<file path="src/rtl/vga_state_fetcher_if.sv">
// ----------------------------------------------------------------------------
// vga_state_fetcher_if
//
// Bundles the signals between the VGA state fetcher and its neighbours:
// the frame_start strobe from the VGA timing block, dmem port B (address out,
// read data in), the renderer's committed-bank read port, and the status
// pulses.
//
//   master : the fetcher itself (drives address, rd_data and status).
//   slave  : the surrounding system (timing block, dmem port B, renderer).
//
// Signals
//   frame_start       1      start-of-vblank pulse
//   VGA_address_dmem  12     dmem port-B word address
//   VGA_q_dmem        32     dmem port-B read data
//   rd_index          IDX_W  committed-bank word select
//   rd_data           32     committed-bank word at rd_index
//   busy              1      fetch in progress
//   frame_ready       1      one-cycle pulse, new bank committed
//   overrun           1      one-cycle pulse, frame_start dropped
// ----------------------------------------------------------------------------
interface vga_state_fetcher_if #(
  parameter int IDX_W = 3
);
  logic             frame_start;
  logic [11:0]      VGA_address_dmem;
  logic [31:0]      VGA_q_dmem;
  logic [IDX_W-1:0] rd_index;
  logic [31:0]      rd_data;
  logic             busy;
  logic             frame_ready;
  logic             overrun;

  modport master (
    input  frame_start,
    input  VGA_q_dmem,
    input  rd_index,
    output VGA_address_dmem,
    output rd_data,
    output busy,
    output frame_ready,
    output overrun
  );

  modport slave (
    output frame_start,
    output VGA_q_dmem,
    output rd_index,
    input  VGA_address_dmem,
    input  rd_data,
    input  busy,
    input  frame_ready,
    input  overrun
  );
endinterface

</file>
<file path="src/rtl/vga_state_fetcher.sv">
// ----------------------------------------------------------------------------
// vga_state_fetcher
//
// Read-only client of dmem port B. On every frame_start pulse it burst-reads
// NUM_WORDS consecutive words starting at BASE_ADDR (game state: positions,
// score, flags) into a shadow buffer, one address per cycle with the returned
// data captured READ_LATENCY edges later. Once the last word is captured the
// whole shadow is copied into the committed bank in a single edge and
// frame_ready pulses, so the renderer never sees a half-updated frame.
//
// Parameters
//   BASE_ADDR     dmem word address of state word 0 (12-bit, wraps mod 4096)
//   NUM_WORDS     words fetched per frame (1..2^IDX_W)
//   IDX_W         width of rd_index
//   READ_LATENCY  edges from address presentation to data capture (1..4)
//
// Ports
//   clock   master clock, shared with dmem clock_b
//   reset   synchronous, active-high; aborts any burst, zeroes both banks
//   bus     vga_state_fetcher_if.master (see interface header)
//
// Timing, with E0 the edge that samples frame_start in IDLE:
//   address BASE_ADDR+k is presented during the cycle after edge E0+k,
//   word k lands in shadow on edge E0+k+READ_LATENCY, and the commit plus
//   frame_ready happen on edge E0+NUM_WORDS+READ_LATENCY.
// ----------------------------------------------------------------------------
module vga_state_fetcher #(
  parameter logic [11:0] BASE_ADDR    = 12'd1024,
  parameter int          NUM_WORDS    = 8,
  parameter int          IDX_W        = 3,
  parameter int          READ_LATENCY = 2
) (
  input logic               clock,
  input logic               reset,
  vga_state_fetcher_if.master bus
);

  localparam int DATA_W = 32;
  localparam logic [IDX_W-1:0] LAST_IDX = IDX_W'(NUM_WORDS - 1);

  typedef enum logic [1:0] {
    IDLE   = 2'd0,
    ISSUE  = 2'd1,
    DRAIN  = 2'd2,
    COMMIT = 2'd3
  } state_t;

  state_t             state, state_d;
  logic [11:0]        addr, addr_d;
  logic [IDX_W-1:0]   cnt, cnt_d;
  logic               busy, busy_d;
  logic               frame_ready, frame_ready_d;
  logic               overrun, overrun_d;
  logic               commit_en;

  logic               issue_vld;
  logic               cap_vld;
  logic [IDX_W-1:0]   cap_idx;
  logic               last_cap;

  logic [DATA_W-1:0]  shadow [0:NUM_WORDS-1];
  logic [DATA_W-1:0]  bank   [0:NUM_WORDS-1];

  // A read is issued in every ISSUE cycle; cnt is the word index of the
  // address currently on the bus.
  assign issue_vld = (state == ISSUE);

  // --- stage boundary: issue -> capture (READ_LATENCY-deep tracking) ---
  // The capture edge for a read issued in cycle k is E0+k+READ_LATENCY, so
  // the tracking pipe holds READ_LATENCY-1 registers and the capture decision
  // is taken from its last stage. With a latency of one the issue itself is
  // the capture qualifier.
  generate
    if (READ_LATENCY == 1) begin : g_lat1
      assign cap_vld = issue_vld;
      assign cap_idx = cnt;
    end else begin : g_latn
      logic [READ_LATENCY-2:0] vld_p;
      logic [IDX_W-1:0]        idx_p [0:READ_LATENCY-2];

      // Valid is control: cleared by reset so an aborted burst leaves no
      // stray captures behind.
      always_ff @(posedge clock) begin
        if (reset) begin
          vld_p <= '0;
        end else begin
          vld_p[0] <= issue_vld;
          for (int i = 1; i < READ_LATENCY - 1; i++) begin
            vld_p[i] <= vld_p[i-1];
          end
        end
      end

      // Index only matters when qualified by vld_p, so it carries no reset.
      always_ff @(posedge clock) begin
        idx_p[0] <= cnt;
        for (int i = 1; i < READ_LATENCY - 1; i++) begin
          idx_p[i] <= idx_p[i-1];
        end
      end

      assign cap_vld = vld_p[READ_LATENCY-2];
      assign cap_idx = idx_p[READ_LATENCY-2];
    end
  endgenerate

  assign last_cap = cap_vld && (cap_idx == LAST_IDX);

  // --- FSM next-state and registered-output decode ---
  always_comb begin
    state_d       = state;
    addr_d        = addr;
    cnt_d         = cnt;
    busy_d        = busy;
    frame_ready_d = 1'b0;
    overrun_d     = 1'b0;
    commit_en     = 1'b0;

    case (state)
      IDLE: begin
        addr_d = BASE_ADDR;
        cnt_d  = '0;
        if (bus.frame_start) begin
          state_d = ISSUE;
          busy_d  = 1'b1;
        end
      end

      ISSUE: begin
        overrun_d = bus.frame_start;
        if (cnt == LAST_IDX) begin
          // Address freezes on the last word. With a one-edge latency the
          // last word is captured on this same edge, so DRAIN is skipped.
          state_d = last_cap ? COMMIT : DRAIN;
        end else begin
          cnt_d  = cnt + IDX_W'(1);
          addr_d = addr + 12'd1;
        end
      end

      DRAIN: begin
        overrun_d = bus.frame_start;
        if (last_cap) begin
          state_d = COMMIT;
        end
      end

      COMMIT: begin
        overrun_d     = bus.frame_start;
        commit_en     = 1'b1;
        frame_ready_d = 1'b1;
        busy_d        = 1'b0;
        addr_d        = BASE_ADDR;
        cnt_d         = '0;
        state_d       = IDLE;
      end

      default: begin
        state_d = IDLE;
        addr_d  = BASE_ADDR;
        cnt_d   = '0;
        busy_d  = 1'b0;
      end
    endcase
  end

  // --- stage boundary: FSM / address register ---
  always_ff @(posedge clock) begin
    if (reset) begin
      state       <= IDLE;
      addr        <= BASE_ADDR;
      cnt         <= '0;
      busy        <= 1'b0;
      frame_ready <= 1'b0;
      overrun     <= 1'b0;
    end else begin
      state       <= state_d;
      addr        <= addr_d;
      cnt         <= cnt_d;
      busy        <= busy_d;
      frame_ready <= frame_ready_d;
      overrun     <= overrun_d;
    end
  end

  // --- stage boundary: shadow capture ---
  // Both banks are cleared on reset so the renderer sees an all-zero frame
  // after an aborted burst rather than stale or partial state.
  always_ff @(posedge clock) begin
    if (reset) begin
      for (int i = 0; i < NUM_WORDS; i++) begin
        shadow[i] <= '0;
      end
    end else if (cap_vld) begin
      shadow[cap_idx] <= bus.VGA_q_dmem;
    end
  end

  // --- stage boundary: atomic commit to the renderer-visible bank ---
  always_ff @(posedge clock) begin
    if (reset) begin
      for (int i = 0; i < NUM_WORDS; i++) begin
        bank[i] <= '0;
      end
    end else if (commit_en) begin
      for (int i = 0; i < NUM_WORDS; i++) begin
        bank[i] <= shadow[i];
      end
    end
  end

  assign bus.VGA_address_dmem = addr;
  assign bus.busy             = busy;
  assign bus.frame_ready      = frame_ready;
  assign bus.overrun          = overrun;

  // Indices past the fetched window read as zero.
  assign bus.rd_data = (int'(bus.rd_index) < NUM_WORDS) ? bank[bus.rd_index] : '0;

endmodule

</file>
<file path="src/flat_wrapper.sv">
// flat-port wrapper written by rule: the top's interface ports become plain ports
module vga_state_fetcher_flat 
#(
  parameter logic [11:0] BASE_ADDR    = 12'd1024,
  parameter int          NUM_WORDS    = 8,
  parameter int          IDX_W        = 3,
  parameter int          READ_LATENCY = 2
)
  (clock, reset, bus_frame_start, bus_VGA_q_dmem, bus_rd_index, bus_VGA_address_dmem, bus_rd_data, bus_busy, bus_frame_ready, bus_overrun);
  vga_state_fetcher_if #(.IDX_W(IDX_W)) bus_i ();
  input logic clock;
  input logic reset;
  input wire logic [$bits(bus_i.frame_start)-1:0] bus_frame_start;
  input wire logic [$bits(bus_i.VGA_q_dmem)-1:0] bus_VGA_q_dmem;
  input wire logic [$bits(bus_i.rd_index)-1:0] bus_rd_index;
  output wire logic [$bits(bus_i.VGA_address_dmem)-1:0] bus_VGA_address_dmem;
  output wire logic [$bits(bus_i.rd_data)-1:0] bus_rd_data;
  output wire logic [$bits(bus_i.busy)-1:0] bus_busy;
  output wire logic [$bits(bus_i.frame_ready)-1:0] bus_frame_ready;
  output wire logic [$bits(bus_i.overrun)-1:0] bus_overrun;
  assign bus_i.frame_start = bus_frame_start;
  assign bus_i.VGA_q_dmem = bus_VGA_q_dmem;
  assign bus_i.rd_index = bus_rd_index;
  assign bus_VGA_address_dmem = bus_i.VGA_address_dmem;
  assign bus_rd_data = bus_i.rd_data;
  assign bus_busy = bus_i.busy;
  assign bus_frame_ready = bus_i.frame_ready;
  assign bus_overrun = bus_i.overrun;
  vga_state_fetcher #(.BASE_ADDR(BASE_ADDR), .NUM_WORDS(NUM_WORDS), .IDX_W(IDX_W), .READ_LATENCY(READ_LATENCY)) u_core (.clock(clock), .reset(reset), .bus(bus_i));
endmodule
</file>
<file path="config.mk">
export PLATFORM = sky130hd
export DESIGN_NAME = vga_state_fetcher_flat
export DESIGN_NICKNAME = d
export VERILOG_FILES = /design/src/rtl/vga_state_fetcher_if.sv /design/src/rtl/vga_state_fetcher.sv /design/src/flat_wrapper.sv
export SDC_FILE = /design/constraint.sdc
export NUM_CORES = 1
export LEC_CHECK = 0
export BUFFER_PORTS_ARGS = -buffer_cell sky130_fd_sc_hd__buf_2
export CORE_MARGIN = 5
export CORE_UTILIZATION = 60
export CTS_BUF_LIST = sky130_fd_sc_hd__clkbuf_4 sky130_fd_sc_hd__clkbuf_8 sky130_fd_sc_hd__clkbuf_16
export DETAILED_ROUTE_END_ITERATION = 10
export PLACE_DENSITY = 0.78
export SYNTH_ARGS = -nofsm -noshare
export SYNTH_HDL_FRONTEND = slang
export SYNTH_SLANG_ARGS = --single-unit
export TNS_END_PERCENT = 10
</file>
<file path="constraint.sdc">
create_clock -name clock -period 11.15 [get_ports clock]
set_clock_uncertainty 0.05 [all_clocks]
set_input_delay 2.23 -clock clock [delete_from_list [all_inputs] [get_ports clock]]
set_output_delay 2.23 -clock clock [all_outputs]
set_load 0.005 [all_outputs]
</file>
After elaboration in Yosys (flattened, before gate mapping)
Memories as Yosys holds them, arrays and structs flattened.
Index checks and enable logic that the tools add are counted.
{ "classes": {"reduce_logical": 11, "bitwise": 9, "muxes": 31, "eq_ne": 9, "add_sub_neg": 2} }
{ "op_table": {"columns": ["cell", "n"], "rows": [
  ["$mux W32", 9],
  ["$reduce_or A32 Y1", 1],
  ["$pmux W12 S2", 1],
  ["$add A12 B1 Y12 const B", 1],
  ["$mux W1", 12],
  ["$mux W12", 1],
  ["$or A1 B1 Y1", 8],
  ["$pmux W2 S4", 1],
  ["$eq A3 B3 Y1 const B", 2],
  ["$mux W2", 3],
  ["$mux W3", 2],
  ["$ne A2 B2 Y1 const B", 3],
  ["$pmux W3 S2", 1],
  ["$eq A2 B2 Y1 const B", 2],
  ["$reduce_and A2 Y1", 2],
  ["$reduce_bool A2 Y1", 2],
  ["$reduce_or A2 Y1", 2],
  ["$add A3 B1 Y3 const B", 1],
  ["$reduce_and A3 Y1", 1],
  ["$reduce_or A3 Y1", 1],
  ["$eq A2 B1 Y1 const B", 1],
  ["$logic_not A2 Y1", 1],
  ["$ne A2 B1 Y1 const B", 1],
  ["$pmux W1 S2", 1],
  ["other kinds (2)", 2]
]} }
{ "word_totals": {"mem_bits_rw": 515, "n_memories": 3, "input_bits": 38, "register_bits": 21, "out_inout_bits": 47, "word_cells": 72} }
{ "mem_list": {"columns": ["name", "words", "width", "read_ports", "rd_clocked_by_memory_dff", "write_ports", "line", "source"], "rows": [
  ["u_core.bank", 8, 32, 1, 0, 8, "vga_state_fetcher.sv:62", "logic [DATA_W-1:0] bank [0:NUM_WORDS-1];"],
  ["u_core.shadow", 8, 32, 8, 0, 8, "vga_state_fetcher.sv:61", "logic [DATA_W-1:0] shadow [0:NUM_WORDS-1];"],
  ["u_core.g_latn.idx_p", 1, 3, 1, 0, 1, "vga_state_fetcher.sv:79", "logic [IDX_W-1:0] idx_p [0:READ_LATENCY-2];"]
]} }

Logic depth before layout (Yosys ltp)
Gate-level depths: netlist of the first run.
{ "logic_depth": {"word_depth": 6, "ltp_mapped": 7, "mapped_depth_nobuf": 6} }

Worst setup path before layout of the first run
OpenSTA, ideal clock, no wires.
{ "synth_path": {"path_kind": "input to register", "start": "input port reset", "end": "memory u_core.bank[0][0], enable pin", "setup_slack_ns": 4.714, "t_arrival_ns": 5.875, "setup_ns": 0.511, "n_path_buf": 2, "required_ns": 10.589, "cell_stages": 3, "cell_sequence": "clkbuf_1 > clkbuf_1 > or2_2"} }
{ "synth_rtl": {"columns": ["item", "line", "source"], "rows": [
  ["start, declared", "flat_wrapper.sv:12", "input logic reset;"],
  ["end, declared", "vga_state_fetcher.sv:62", null]
]} }

Worst setup path in the final report of the first run
{ "layout_path": {"start": "input port bus_rd_index[0]", "end": "output port bus_rd_data[29]"} }
{ "layout_between": {"elab_chain_cells": 1} }
{ "layout_rtl": {"columns": ["item", "line", "source"], "rows": [
  ["start, declared", "flat_wrapper.sv:15", "input wire logic [$bits(bus_i.rd_index)-1:0] bus_rd_index;"],
  ["$mem_v2 Z8 W32", null, null],
  ["end, declared", "flat_wrapper.sv:17", "output wire logic [$bits(bus_i.rd_data)-1:0] bus_rd_data;"]
]} }
No other way between the ends.

==> results of run 1 <==
worst paths after layout:
path | start | slack [ps] | to
worst max-delay path | bus_rd_index[0] | 4380 | bus_rd_data[29]
worst max register to register | u_core.cap_vld | 7630 | u_core.shadow[4][9]
worst min-delay path | u_core.cnt[1] | 350 | u_core.g_latn.idx_p[0][1]
worst min register to register | u_core.cnt[1] | 350 | u_core.g_latn.idx_p[0][1]
state kept, by name (all words and copies together) (netlist names), 2 cells and up:
name and flops:
u_core.bank 256, u_core.bus.VGA_address_dmem 12, u_core.cnt 3, u_core.g_latn.idx_p 3, u_core.shadow 256, u_core.state 2
power by group through the flow:
stage                     clock network [µW]  logic, µW  registers (µW)
final                                   1610        314            2380
after global routing                    1720        344            2390
after CTS                               1640        319            2380
after detailed placement                   0        318            2420
after global placement                     0        310            2410
after floorplan                            0        209            2410
per-stage QoR:
stage / area [µm²] / std cells / setup WS [ps] / hold slack (ps)
2_1_floorplan: 21900 / 1338 / 4710 / 318
3_3_place_gp: 22800 / 1829 / 4350 / 331
3_5_place_dp: 22800 / 1829 / 4300 / 338
4_1_cts: 24400 / 1917 / 4290 / 346
5_1_grt: 24400 / 1917 / 4130 / 356
6_report: 24400 / 1918 / 4380 / 348
synth_stat cells, types with 2 or more instances:
library cell and number:
nand2_1 10, buf_2 8, a22oi_1 6, nor4_1 3
inv_1 7, o31ai_1 2, or2_2 3, o21ai_0 7
mux2_2 32, nand3_1 6, nor2b_1 67, xnor2_1 8
dfxtp_1 24, nor3_1 8, a21oi_1 4, buf_1 2
a22o_1 3, edfxtp_1 512, clkbuf_1 64, and2_1 450
nand2b_1 5, ha_1 7, mux4_2 64, nand4_1 3
nor2_1 19, mux2i_1 3
logic make-up after synthesis:
family          Yosys count
xor+xnor                  8
buf+inv                  83
compound gates           25
simple gates            579
fa+ha+maj                 7
mux                     100
flops                   536
cell type report:
| type | instances | area [µm²] | area share (%) |
|---|---|---|---|
| well taps | 468 | 586 | 2.40 |
| multi-input cells | 719 | 5830 | 23.9 |
| diodes | 1 | 2.50 | 0.0103 |
| flip-flops and latches | 536 | 15900 | 65.0 |
| repair buffers | 98 | 541 | 2.22 |
| inverters | 8 | 30.0 | 0.123 |
| clock inverters | 22 | 156 | 0.641 |
| clock buffers | 66 | 1390 | 5.69 |
routing by layer:
layer | share of wire (%) | vias to the layer above | global-route usage, %
met5 | 0.033 | - | 0
met4 | 2.6 | 4 | 6.24
met3 | 6.5 | 72 | 3.63
met2 | 50 | 303 | 35.5
met1 | 41 | 5411 | 28.6
li1 | - | 4964 | -
layout by cell type, fill, tap and decap left out, drive strengths merged, types with 3 or more instances in the layout:
cell,Yosys,layout
nor2b,67,67
xnor2,8,8
clkbuf,64,66
clkinv,1,18
buf,11,98
a21oi,4,4
o21ai,8,8
edfxtp,512,512
nor4,3,3
dfxtp,24,24
nor3,8,8
nand2b,5,5
mux2,33,33
a22oi,6,6
and2,450,450
a22o,3,3
ha,7,7
mux2i,3,3
inv,7,8
or2,4,4
mux4,64,64
nor2,19,19
nand2,10,10
nand4,3,3
nand3,6,6
critical path: stages:
cell	delay, ps
buf_4	360
buf_4	820
mux4_2	600
mux2_2	320
buf_2	140
==> flow_summary.yaml, run 1 <==
outcome:
  outcome: "finished clean"
timing:
  timing.final.crit_share_pct: 60.8
  max_slew_margin_pct: 23.2
  fin_crit_ps: 6770
  hold_viol: 0
  rsz0062_at_grt: "false"
  setup-tns-final_ps: 0
  finalMaxSlewViolations: 0
  worst_pin_slew_ps: 1150
  fmax_mhz: 148
  setup_violations: 0
setup_path:
  path_max_fanout: 44
  cp.arrival_ps: 4490
  start_kind: "primary input"
  ff2ff_path_depth: 4
  crit_required_ps: 8870
  cp-end-kind: "primary output"
  crit_type: "primary input to primary output"
yosys:
  syn_inst: 1338
  yosysWarnings: 0
  yosys-top-cells-area: "edfxtp_1, and2_1, mux4_2"
  synth_area_leader_cell: "edfxtp_1"
  ys.flop_type: "edfxtp_1"
  ys_seq_area_share_pct: 72.4
  synth_edf_count: 512
  ys_ff_latch: 536
  synthMuxAreaShare_pct: 8.44
  synth_top_area_share_pct: 70.2
  synth.net_count: 1383
  synth-compound-area-share_pct: 0.749
  async_reset_ff_share_pct: 0
  synth_top_family_by_area: "simple AND/OR/NAND/NOR gates"
  ys_types: 37
  synthesis.area_um2: 21900
  synth_simple_gate_area_share_pct: 16.2
  synthXorXnorAreaFrac_pct: 0.320
  synth_fa_ha_area_share_pct: 0.400
  avgSynthCellArea_um2: 16.4
clock_network:
  insertion_delay_ps: 560
  cts.repair.resized: 0
  cts_tree: "built"
  clockRootBuffer: "clkbuf_16"
  holdBufCountCts: 0
  clock_sinks: 536
  numCtsBuffers: 51
  post_cts_buffers: 0
  htreeDepth: 2
  path_clk_slew_ps: 60
  clockBufferDepth: 3
drt:
  wire_per_inst_um: 21.9
  ant_nets: 0
  drt-initial-drc-count: 814
  postRouteWirelength_mm: 42.0
  num_vias: 10800
  firstDrtPassIters: 5
  drc: 0
  via_per_inst: 5.61
power:
  pwr-share-clk_pct: 37.5
  leakage_uw: 0.00899
  power_density_nw_per_um2: 176
  pwr-share-seq_pct: 55.2
  p_switching_uw: 921
  ir_drop_mv: 0.119
  power_frac_comb_pct: 7.3
  total_power_uw: 4300
  p_int_uw: 3380
  sw_frac_of_total_pct: 21.4
die:
  die_w_um: 201
  initial_core_util_pct: 60.2
  core_area_um2: 36300
  design.die.area_um2: 40400
  fp-row-count: 70
  die_h_um: 201
  io_pins: 85
global_routing:
  track_usage_pct: 21.0
  grt_max_degree: 196
  antenna_found_initial: 3
  grt_pass1_vias: 11200
  grt-ovfl-total: 0
  grt_first_pass_wirelength_mm: 65.2
final_layout:
  final_util_pct: 67.1
  nets: 1459
  areaGrowthSynthToFinish_pct: 11.4
  drive_above_1_share_pct: 20.2
  fillers: 2353
run:
  maxCapViolCount: 0
placement:
  dp_hpwl_mm: 22.4
  gp_congestion: 0.766
  port_buffers: 84
hold_path:
  hold_class: "flip-flop to flip-flop"
  hold_depth: 0
Note: power is estimated with default switching activity, not from simulation.
==> inputs of run 2 (changes only) <==
Clock period 11.15 ns to 7.1 ns, I/O delays scaled along.
==> run 2 against run 1 <==
Net effect: die area stayed put; first-iteration DRC count is 6.0% higher; non-clock buffer count is 2 higher; critical path depth stayed put; hold slack worse by 7.1 ps; combinational power is 59% higher; critical path type unchanged; critical endpoint is now bus_rd_data[4].
==> flow_summary.yaml, run 2 (synthesis gave the netlist of run 1 again) <==
timing:
  rsz0062_at_grt: "false"
  fmax_mhz: 201
  setup-tns-final_ps: 0
  hold_viol: 0
  holdWs_ps: 341
  finalMaxSlewViolations: 0
  timing.final.crit_share_pct: 69.9
  setup_violations: 0
  fin_crit_ps: 4960
  max_slew_margin_pct: 22.4
  worst_pin_slew_ps: 1160
clock_network:
  numCtsBuffers: 50
  cts.repair.resized: 0
  insertion_delay_ps: 570
  holdBufCountCts: 0
  post_cts_buffers: 0
  path_clk_slew_ps: 60
  cts_tree: "built"
  clockRootBuffer: "clkbuf_16"
  htreeDepth: 2
  clockBufferDepth: 3
  clock_sinks: 536
drt:
  num_vias: 10800
  postRouteWirelength_mm: 42.0
  firstDrtPassIters: 5
  wire_per_inst_um: 21.9
  drt-initial-drc-count: 863
  drc: 0
  via_per_inst: 5.64
  ant_nets: 0
setup_path:
  crit_start: "bus_rd_index[1]"
  setup.worst_path.end: "bus_rd_data[4]"
  ff2ff_path_depth: 4
  cp-end-kind: "primary output"
  crit_type: "primary input to primary output"
  crit_required_ps: 5630
  start_kind: "primary input"
  r2r-start: "u_core.cap_vld"
  path_max_fanout: 34
  cp.arrival_ps: 3490
  r2r_slack_ps: 4220
  r2r-end: "u_core.shadow[4][9]"
global_routing:
  track_usage_pct: 21.0
  grt-ovfl-total: 0
  grt_first_pass_wirelength_mm: 65.0
  antenna_found_initial: 5
  grt_pass1_vias: 11200
  grt_max_degree: 154
hold_path:
  hold_class: "flip-flop to flip-flop"
  hold_depth: 0
die:
  die_w_um: 201
  fp-row-count: 70
  design.die.area_um2: 40400
  core_area_um2: 36300
  io_pins: 85
  initial_core_util_pct: 60.2
  die_h_um: 201
power:
  sw_frac_of_total_pct: 20.9
  p_int_uw: 5470
  leakage_uw: 0.00907
  p_switching_uw: 1450
  total_power_uw: 6920
  pwr-share-clk_pct: 38.9
  ir_drop_mv: 0.173
  power_density_nw_per_um2: 282
  power_frac_comb_pct: 7.2
  pwr-share-seq_pct: 53.9
final_layout:
  drive_above_1_share_pct: 20.4
  design_area_um2: 24500
  nets: 1460
  final_common_cell: "edfxtp_1"
  areaGrowthSynthToFinish_pct: 12.1
  layout_common_cells: "edfxtp_1, and2_1, buf_2, nor2b_1, mux4_2"
  final_util_pct: 67.5
outcome:
  outcome: "finished clean"
placement:
  port_buffers: 84
  gp_congestion: 0.767
  dp_hpwl_mm: 22.3
  placed_area_um2: 22900
run:
  maxCapViolCount: 0
run 2: cell types whose count changed in the layout (fill, tap and decap cells not counted):
cell / change
clkinv_4: +1
inv_6: -1
clkbuf_16: +2
clkbuf_4: -3
clkinvlp_4: -2
buf_4: +2
clkinv_2: +1
bufinv_16: +3
clkbuf_8: +2
clkinv_1: -1
diode_2: +2
run 2: power groups by stage:
| stage | sequential, µW | combinational (µW) | clock [µW] |
|---|---|---|---|
| 2_1_floorplan | 3790 | 328 | 0 |
| 3_3_place_gp | 3790 | 493 | 0 |
| 3_5_place_dp | 3800 | 504 | 0 |
| 4_1_cts | 3730 | 505 | 2740 |
| 5_1_grt | 3750 | 543 | 2860 |
| 6_report | 3730 | 498 | 2690 |
run 2: worst min-delay path by stage:
stage                  start                        end  slack [ps]
2_1_floorplan  u_core.cnt[1]  u_core.g_latn.idx_p[0][1]         320
3_3_place_gp   u_core.cnt[1]  u_core.g_latn.idx_p[0][1]         330
3_5_place_dp   u_core.cnt[2]  u_core.g_latn.idx_p[0][2]         330
4_1_cts        u_core.cnt[2]  u_core.g_latn.idx_p[0][2]         340
5_1_grt        u_core.cnt[2]  u_core.g_latn.idx_p[0][2]         360
6_report       u_core.cnt[2]  u_core.g_latn.idx_p[0][2]         340
run 2: stage by stage:
stage	worst slack, ps	instances
2_1_floorplan	1470	1338
3_3_place_gp	2030	1831
3_5_place_dp	2020	1831
4_1_cts	2030	1921
5_1_grt	1960	1923
6_report	2140	1924
run 2: critical path, cell delays in order:
cell and delay, ps:
buf_2 620, buf_4 570, mux4_2 380, mux2_2 320, buf_2 140
run 2: final cells by class:
type                    count  area (µm²)
inverters                   8        30.0
well taps                 468         586
flip-flops and latches    536       15900
clock inverters            23         233
multi-input cells         719        5830
clock buffers              67        1440
repair buffers            100         556
diodes                      3        7.51
fillers                  2329       11800
run 2: metal layers:
metal / GRT usage (%) / part of all wire [%] / vias to the layer above
met5: 0 / 0.071 / -
met4: 6.61 / 2.7 / 4
met3: 3.76 / 5.4 / 94
met2: 36.4 / 51 / 300
met1: 27.4 / 40 / 5468
li1: - / - / 4980
==> inputs of run 3 (changes only) <==
Clock period 7.1 ns to 4.8 ns, I/O delays scaled along.
==> run 3 against run 2 <==
Net effect: clock power is 41% higher; combinational power grew 54%; sequential power up 48%; routed wire length increased by 2.7%; hold slack improved by 8.6 ps; first-iteration DRC count is 1.4% higher; design area is 0.41% higher; cell count rose by 0.83%; flip-flop and latch count unchanged; count of clock-buffer cells in the layout up 1; worst setup slack got worse by 1100 ps; global-route usage increased by 0.54 points; largest cell class unchanged; largest power group unchanged.
==> flow_summary.yaml, run 3 (synthesis gave the netlist of run 1 again) <==
timing:
  hold_viol: 0
  setup_violations: 0
  max_slew_margin_pct: 24.2
  worst_pin_slew_ps: 1130
  fmax_mhz: 264
  finalMaxSlewViolations: 0
  timing.final.crit_share_pct: 78.8
  rsz0062_at_grt: "false"
  fin_crit_ps: 3780
  setup-tns-final_ps: 0
clock_network:
  clockRootBuffer: "clkbuf_16"
  insertion_delay_ps: 560
  numCtsBuffers: 52
  holdBufCountCts: 0
  cts.repair.resized: 0
  path_clk_slew_ps: 60
  htreeDepth: 2
  cts_tree: "built"
  clock_sinks: 536
  clockBufferDepth: 3
  post_cts_buffers: 0
hold_path:
  min_from: "u_core.cnt[1]"
  hold_class: "flip-flop to flip-flop"
setup_path:
  crit_chain: "buf_4 > buf_12 > mux4_2 > mux2_2 > buf_2"
  cp.arrival_ps: 2770
  crit_type: "primary input to primary output"
  slowest_delay_ps: 530
  r2r-start: "u_core.cap_vld"
  cp-end-kind: "primary output"
  critical_path_buf_inv_count: 3
  start_kind: "primary input"
  path_max_fanout: 26
  path_delay_family: "buffers and inverters"
  crit_path_top_delay_cell: "mux4_2"
  crit_start: "bus_rd_index[0]"
  crit_required_ps: 3790
die:
  initial_core_util_pct: 60.2
  io_pins: 85
  core_area_um2: 36300
  die_w_um: 201
  design.die.area_um2: 40400
  fp-row-count: 70
  die_h_um: 201
drt:
  drc: 0
  wire_per_inst_um: 22.3
  wl_met3_mm: 2.47
  route.met2.wl_mm: 21.8
  via_per_inst: 5.66
  num_vias: 11000
  drt-initial-drc-count: 875
  top_layer: "met5"
  firstDrtPassIters: 5
  postRouteWirelength_mm: 43.2
  ant_nets: 0
  wl_met1_mm: 17.8
global_routing:
  track_usage_pct: 21.6
  grt_max_degree: 67
  grt-ovfl-total: 0
  grt_pass1_vias: 11500
  grt_first_pass_wirelength_mm: 66.9
  antenna_found_initial: 3
placement:
  port_buffers: 84
  dp_hpwl_mm: 23.6
  gp_congestion: 0.744
final_layout:
  final_util_pct: 67.8
  areaGrowthSynthToFinish_pct: 12.6
  nets: 1475
  final_common_cell: "edfxtp_1"
  layout_common_cells: "edfxtp_1, and2_1, buf_2, nor2b_1, mux4_2"
  drive_above_1_share_pct: 21.1
  fillers: 2297
power:
  ir_drop_mv: 0.291
  leakage_uw: 0.00912
  power_density_nw_per_um2: 409
run:
  maxCapViolCount: 0
outcome:
  outcome: "finished clean"
-- run 3: cell types whose count changed in the layout (fill, tap and decap cells not counted), moves of 2 or more --
cell | previous run | this run
nor2_2 | 0 | 3
clkbuf_8 | 2 | 0
buf_12 | 1 | 10
nor2_4 | 6 | 3
clkinvlp_4 | 0 | 3
clkinv_1 | 10 | 14
clkbuf_4 | 12 | 15
bufinv_16 | 5 | 1
buf_4 | 16 | 20
-- run 3: cell type report --
type | count | area, µm² | share of cell area [%]
Timing Repair Buffer | 113 | 766 | 3.11
Multi-Input combinational cell | 719 | 5820 | 23.6
Antenna cell | 2 | 5.00 | 0.0203
Tap cell | 468 | 586 | 2.38
Clock inverter | 26 | 146 | 0.594
Inverter | 8 | 30.0 | 0.122
Sequential cell | 536 | 15900 | 64.3
Clock buffer | 68 | 1440 | 5.84
-- run 3: metrics by stage --
step           setup WS (ps)  area [µm²]  hold WS, ps  cells  power (µW)
2_1_floorplan            518       21900          318   1338        6080
3_3_place_gp             955       23100          328   1844        6350
3_5_place_dp             832       23100          337   1844        6390
4_1_cts                  969       24600          346   1938       10200
5_1_grt                  909       24600          364   1939       10400
6_report                1020       24600          349   1940       10100
-- run 3: path summary, 6_finish.rpt --
path / to / cells past startpoint / slack [ps]
setup / recovery: bus_rd_data[5] / 5 / 1020
hold / removal: u_core.g_latn.idx_p[0][1] / 0 / 350
setup reg to reg: u_core.shadow[6][22] / 3 / 2310
hold reg to reg: u_core.g_latn.idx_p[0][1] / 0 / 350
-- run 3: per-layer routing --
metal	up-vias	track usage, %
met3	83	3.39
met4	2	6.34
met5	-	0
met2	319	36.6
met1	5563	29.4
li1	5010	-
-- run 3: power by group --
part	total, µW	switching, µW	leakage (µW)	internal, µW
logic	766	460	0.00284	306
registers	5520	84.3	0.00548	5430
clock network	3800	1650	0.000792	2160
